==> config.mk <==
export PLATFORM = sky130hd
export DESIGN_NAME = count_decoder
export DESIGN_NICKNAME = d
export VERILOG_FILES = /design/src/rtl/count_decoder.sv
export SDC_FILE = /design/constraint.sdc
export NUM_CORES = 1
export LEC_CHECK = 0
export BUFFER_PORTS_ARGS = -buffer_cell sky130_fd_sc_hd__buf_2
export CORE_UTILIZATION = 51
export CTS_CLUSTER_DIAMETER = 30
export DETAILED_ROUTE_END_ITERATION = 6
export PLACE_DENSITY = 0.75
export SETUP_SLACK_MARGIN = 0.15
export SYNTH_ARGS = -nofsm -noshare
export SYNTH_HDL_FRONTEND = slang
export SYNTH_SLANG_ARGS = --single-unit
==> constraint.sdc <==
create_clock -name clk -period 2.3 [get_ports clk]
set_input_delay 0.115 -clock clk [delete_from_list [all_inputs] [get_ports clk]]
set_output_delay 0.115 -clock clk [all_outputs]
set_load 0.02 [all_outputs]
==> src/rtl/count_decoder.sv <==
// Recovers the target of an upstream ramp counter: after a load pulse the counter
// must climb 0,1,2,...,N and then repeat N for HOLD_CYC samples before N is reported.
module count_decoder #(
   parameter int unsigned HOLD_CYC = 2
) (
   input  logic       clk,
   input  logic       rst_n,
   input  logic       in_start,
   input  logic [4:0] in_cnt,
   output logic       out_valid,
   output logic [4:0] out_num,
   output logic       out_err,
   output logic       out_busy
);

   typedef enum logic [1:0] {
      IDLE  = 2'd0,
      WAIT0 = 2'd1,
      RAMP  = 2'd2,
      DONE  = 2'd3
   } state_t;

   localparam logic [2:0] HOLD_LIM = 3'(HOLD_CYC);

   state_t     r_state;
   logic [4:0] r_prev;
   logic [2:0] r_hold;
   logic [4:0] r_num;
   logic       r_valid;
   logic       r_err;
   logic       r_busy;

   logic       w_inc;
   logic       w_same;
   logic [2:0] w_hold_inc;

   // Six-bit compare so that 31 followed by 0 is never taken as a step.
   assign w_inc      = ({1'b0, in_cnt} == ({1'b0, r_prev} + 6'd1));
   assign w_same     = (in_cnt == r_prev);
   assign w_hold_inc = r_hold + 3'd1;

   // Ramp-tracking FSM with registered pulse, target and busy outputs.
   always_ff @(posedge clk or negedge rst_n) begin
      if (!rst_n) begin
         r_state <= IDLE;
         r_prev  <= 5'd0;
         r_hold  <= 3'd0;
         r_num   <= 5'd0;
         r_valid <= 1'b0;
         r_err   <= 1'b0;
         r_busy  <= 1'b0;
      end else begin
         r_valid <= 1'b0;
         r_err   <= 1'b0;
         if (in_start) begin
            r_state <= WAIT0;
            r_hold  <= 3'd0;
            r_busy  <= 1'b1;
         end else begin
            case (r_state)
               IDLE: begin
                  r_state <= IDLE;
                  r_busy  <= 1'b0;
               end
               WAIT0: begin
                  if (in_cnt == 5'd0) begin
                     r_prev  <= 5'd0;
                     r_hold  <= 3'd0;
                     r_state <= RAMP;
                     r_busy  <= 1'b1;
                  end else begin
                     r_err   <= 1'b1;
                     r_state <= IDLE;
                     r_busy  <= 1'b0;
                  end
               end
               RAMP: begin
                  if (w_same) begin
                     r_hold <= w_hold_inc;
                     if (w_hold_inc == HOLD_LIM) begin
                        r_num   <= r_prev;
                        r_valid <= 1'b1;
                        r_state <= DONE;
                        r_busy  <= 1'b0;
                     end else begin
                        r_state <= RAMP;
                        r_busy  <= 1'b1;
                     end
                  end else if (w_inc && (r_hold == 3'd0) && (r_prev != 5'd31)) begin
                     r_prev  <= in_cnt;
                     r_state <= RAMP;
                     r_busy  <= 1'b1;
                  end else begin
                     r_err   <= 1'b1;
                     r_state <= IDLE;
                     r_busy  <= 1'b0;
                  end
               end
               DONE: begin
                  if (in_cnt == r_num) begin
                     r_state <= DONE;
                     r_busy  <= 1'b0;
                  end else begin
                     r_err   <= 1'b1;
                     r_state <= IDLE;
                     r_busy  <= 1'b0;
                  end
               end
               default: begin
                  r_state <= IDLE;
                  r_busy  <= 1'b0;
               end
            endcase
         end
      end
   end

   assign out_valid = r_valid;
   assign out_num   = r_num;
   assign out_err   = r_err;
   assign out_busy  = r_busy;

endmodule

==> impl_metrics.json <==
{
  "outcome": "complete, no violations",
  "drt-wirelength-per-cell_um": 14.6,
  "cts_sinks": 18,
  "synthMuxAreaShare": 0.0726,
  "slowest_delay_ps": 570,
  "avgSynthCellArea_um2": 9.87,
  "cts_inserted_buffers": 3,
  "ys_types": 32,
  "tightest_slew_ps": 418,
  "syn_area_um2": 1220,
  "max_slew_margin": 0.719,
  "die_w_um": 51.0,
  "start_kind": "register",
  "die_h_um": 51.0,
  "globalplace.congestion": 0.858,
  "path_max_fanout": 5,
  "syn2layout_area_growth_pct": 23.5,
  "drt-pass1-iter-count": 4,
  "antenna_found_initial": 0,
  "vias": 999,
  "path_cells": "ha_4 -> and3_4 -> ha_4 -> xnor2_2 -> nand4_2 -> or4_4 -> nand3_2 -> nand3_2",
  "fin_nets": 166,
  "arrival_ps": 2320,
  "drcViolationCount": 0,
  "rsz0062_at_grt": "true",
  "drtIter0Drc": 24,
  "synthSimpleGateAreaFrac": 0.246,
  "skew_ps": 2.93,
  "p_int_uw": 440,
  "grt_first_pass_wirelength_um": 4460,
  "synth_compound_area_frac": 0.0787,
  "htree_levels": 1,
  "cp_slowest_cell": "or4_4",
  "cts-root-buf": "clkbuf_4",
  "grt_use_total": 0.228,
  "totalWireLength_um": 2570,
  "max_freq_mhz": 470,
  "hold_path_depth": 2,
  "period_share": 0.924,
  "critPathTopFamily": "simple AND/OR/NAND/NOR gates",
  "final-max-slew-violation-count": 0,
  "first_global_vias": 1028,
  "via_per_inst": 5.68,
  "gr-total-overflow": 0,
  "yosys_warnings": 0,
  "p_seq_frac": 0.544,
  "critPathBufInv": 0,
  "port_buffers": 15,
  "comb_power_share": 0.118,
  "clkLatencyLatePin_ps": 300,
  "dp_hpwl_um": 1960,
  "hold_class": "input port to register",
  "netlist_instances": 124,
  "ant_nets": 0,
  "synthesis.nets": 141,
  "synth_top_family_by_area": "simple AND/OR/NAND/NOR gates",
  "fin_util": 0.677,
  "clockBufferDepth": 2,
  "cts.reportedPaths.clkPinSlew_ps": 100,
  "period_needed_ps": 2130,
  "synth_fa_ha_area_frac": 0.0920,
  "r2r_cells": 8,
  "pwr-share-clk": 0.338,
  "leakage_nw": 0.687,
  "worst-setup-path-type": "register to register",
  "cp_num_cells": 8,
  "fillers": 177,
  "coreArea_um2": 2230,
  "worstSetupEndpointType": "register",
  "rows": 17,
  "tns_ps": 0,
  "ys_seq_area_frac": 0.368,
  "switching_share": 0.253,
  "powerDensity_nw_per_um2": 390,
  "cts_tree": "built",
  "finalSetupViolations": 0,
  "grt_max_degree": 19,
  "antenna-diode-count": 0,
  "r2r-start": "r_prev[0]",
  "ir_drop_mv": 0.375,
  "cap_violations": 0,
  "synth-xor-area-share": 0.106,
  "io_pins": 16,
  "start_util": 0.548,
  "hp-start": "in_start",
  "hold_violations": 0,
  "ys_ff_latch": 18,
  "dieArea_um2": 2600,
  "cp-startpoint": "r_prev[0]",
  "p_switching_uw": 149,
  "critPathRequiredTime_ps": 2500,
  "drive_above_1_share": 0.338
}
==> power by group through the flow <==
stage	Clock (mW)	Sequential [mW]	Combinational, mW
floorplan	0	0.330	0.0346
global placement	0	0.327	0.0655
detailed placement	0	0.327	0.0665
finish	0.199	0.321	0.0695
CTS	0.199	0.321	0.0689
global route	0.208	0.321	0.0767
==> registers in the layout, indices dropped and copies added, names as in the netlist <==
register	cells
r_prev	5
r_hold	3
out_num	5
out_busy	1
out_err	1
r_state	2
out_valid	1
==> layer usage <==
| metal | up-vias | GRT usage | wire (µm) |
|---|---|---|---|
| met1 | 469 | 0.302 | 1180 |
| met2 | 36 | 0.384 | 1210 |
| met5 | - | 0 | 0 |
| li1 | 490 | - | - |
| met4 | 0 | 0.0880 | 38 |
| met3 | 4 | 0.0179 | 138 |
==> final cells by class <==
cell class / instances / area, µm² / area share
clock buffer: 4 / 36.3 / 0.0240
inverter: 9 / 33.8 / 0.0224
multi-input combinational: 95 / 823 / 0.545
sequential: 18 / 453 / 0.300
tap: 28 / 35.0 / 0.0232
timing repair buffer: 22 / 130 / 0.0861
==> stage by stage <==
stage          hold slack, ps  worst slack (ps)  power [mW]  area [µm²]  instances
2_1_floorplan            -181               177       0.364        1280        124
3_3_place_gp             61.7              60.7       0.392        1400        168
3_5_place_dp             67.6              28.6       0.393        1400        168
4_1_cts                  52.5               131       0.589        1500        175
5_1_grt                  53.3              87.4       0.606        1510        176
6_report                 53.8               175       0.590        1510        176
==> timing repair <==
item                       CTS  global route
hold endpoints to repair    18             0
gates resized for setup      6             1
setup buffers                2             1
gates cloned                 0             0
setup endpoints to repair    8             7
hold buffers                 1             0
pin swaps                    8             4
==> logic make-up (layout without fill, tap and decap cells) <==
group	Yosys count	count (layout)
compound gates	15	15
buf+inv	11	35
xor+xnor	14	14
fa+ha+maj	9	9
simple gates	49	49
mux	8	8
flops	18	18
==> path summary, 6_finish.rpt <==
check / slack (ps) / to
worst max-delay path: 170 / r_prev[0]
worst min-delay path: 50 / r_hold[2]
worst max register to register: 170 / r_prev[0]
worst min register to register: 540 / out_num[4]
max in group asynchronous: 1720 / r_prev[1]
min in group asynchronous: 270 / r_state[1]
==> cell usage after synthesis <==
master | n | share of area
inv_1 | 9 | 0.028
nor2b_1 | 2 | 0.010
nor2_1 | 3 | 0.0092
nor4_4 | 2 | 0.035
ha_1 | 9 | 0.092
o32ai_1 | 1 | 0.0072
a2111oi_0 | 1 | 0.0072
mux2_1 | 5 | 0.046
a21oi_1 | 2 | 0.0082
buf_2 | 2 | 0.0082
xnor2_1 | 9 | 0.064
xor2_1 | 4 | 0.029
or4_4 | 1 | 0.0092
o21ai_2 | 1 | 0.0072
nor3b_1 | 2 | 0.012
nand2_1 | 10 | 0.031
or4_1 | 1 | 0.0061
nand4_1 | 5 | 0.026
o21ai_0 | 1 | 0.0041
nand3_1 | 15 | 0.061
o21a_1 | 1 | 0.0061
xor2_2 | 1 | 0.013
a22oi_1 | 2 | 0.012
mux2_2 | 2 | 0.018
o21ai_1 | 5 | 0.020
nor3_1 | 2 | 0.0082
dfrtp_1 | 18 | 0.37
and3_1 | 4 | 0.020
nor3_2 | 1 | 0.0082
nand4_2 | 1 | 0.010
mux2i_1 | 1 | 0.0082
a21boi_1 | 1 | 0.0061
==> placed cells by master (no fill, tap or decap), types with 2 or more instances in the layout <==
cell type  synthesis  layout
clkbuf_4           0       3
a22oi_1            2       2
ha_4               0       2
nor3_1             2       2
nand3_2            0       9
xnor2_1            9       8
dfrtp_2            0       2
buf_4              0       6
mux2_2             2       2
nor2_1             3       3
xor2_1             4       4
nor2b_1            2       2
a21oi_1            2       2
inv_1              9       9
ha_1               9       7
nand2_1           10      10
mux2_1             5       5
and3_1             4       3
nor4_4             2       2
dfrtp_1           18      16
nand3_1           15       6
nand4_1            5       5
o21ai_1            5       5
buf_2              2      15
No activity file was read; power rests on OpenSTA's default activity.
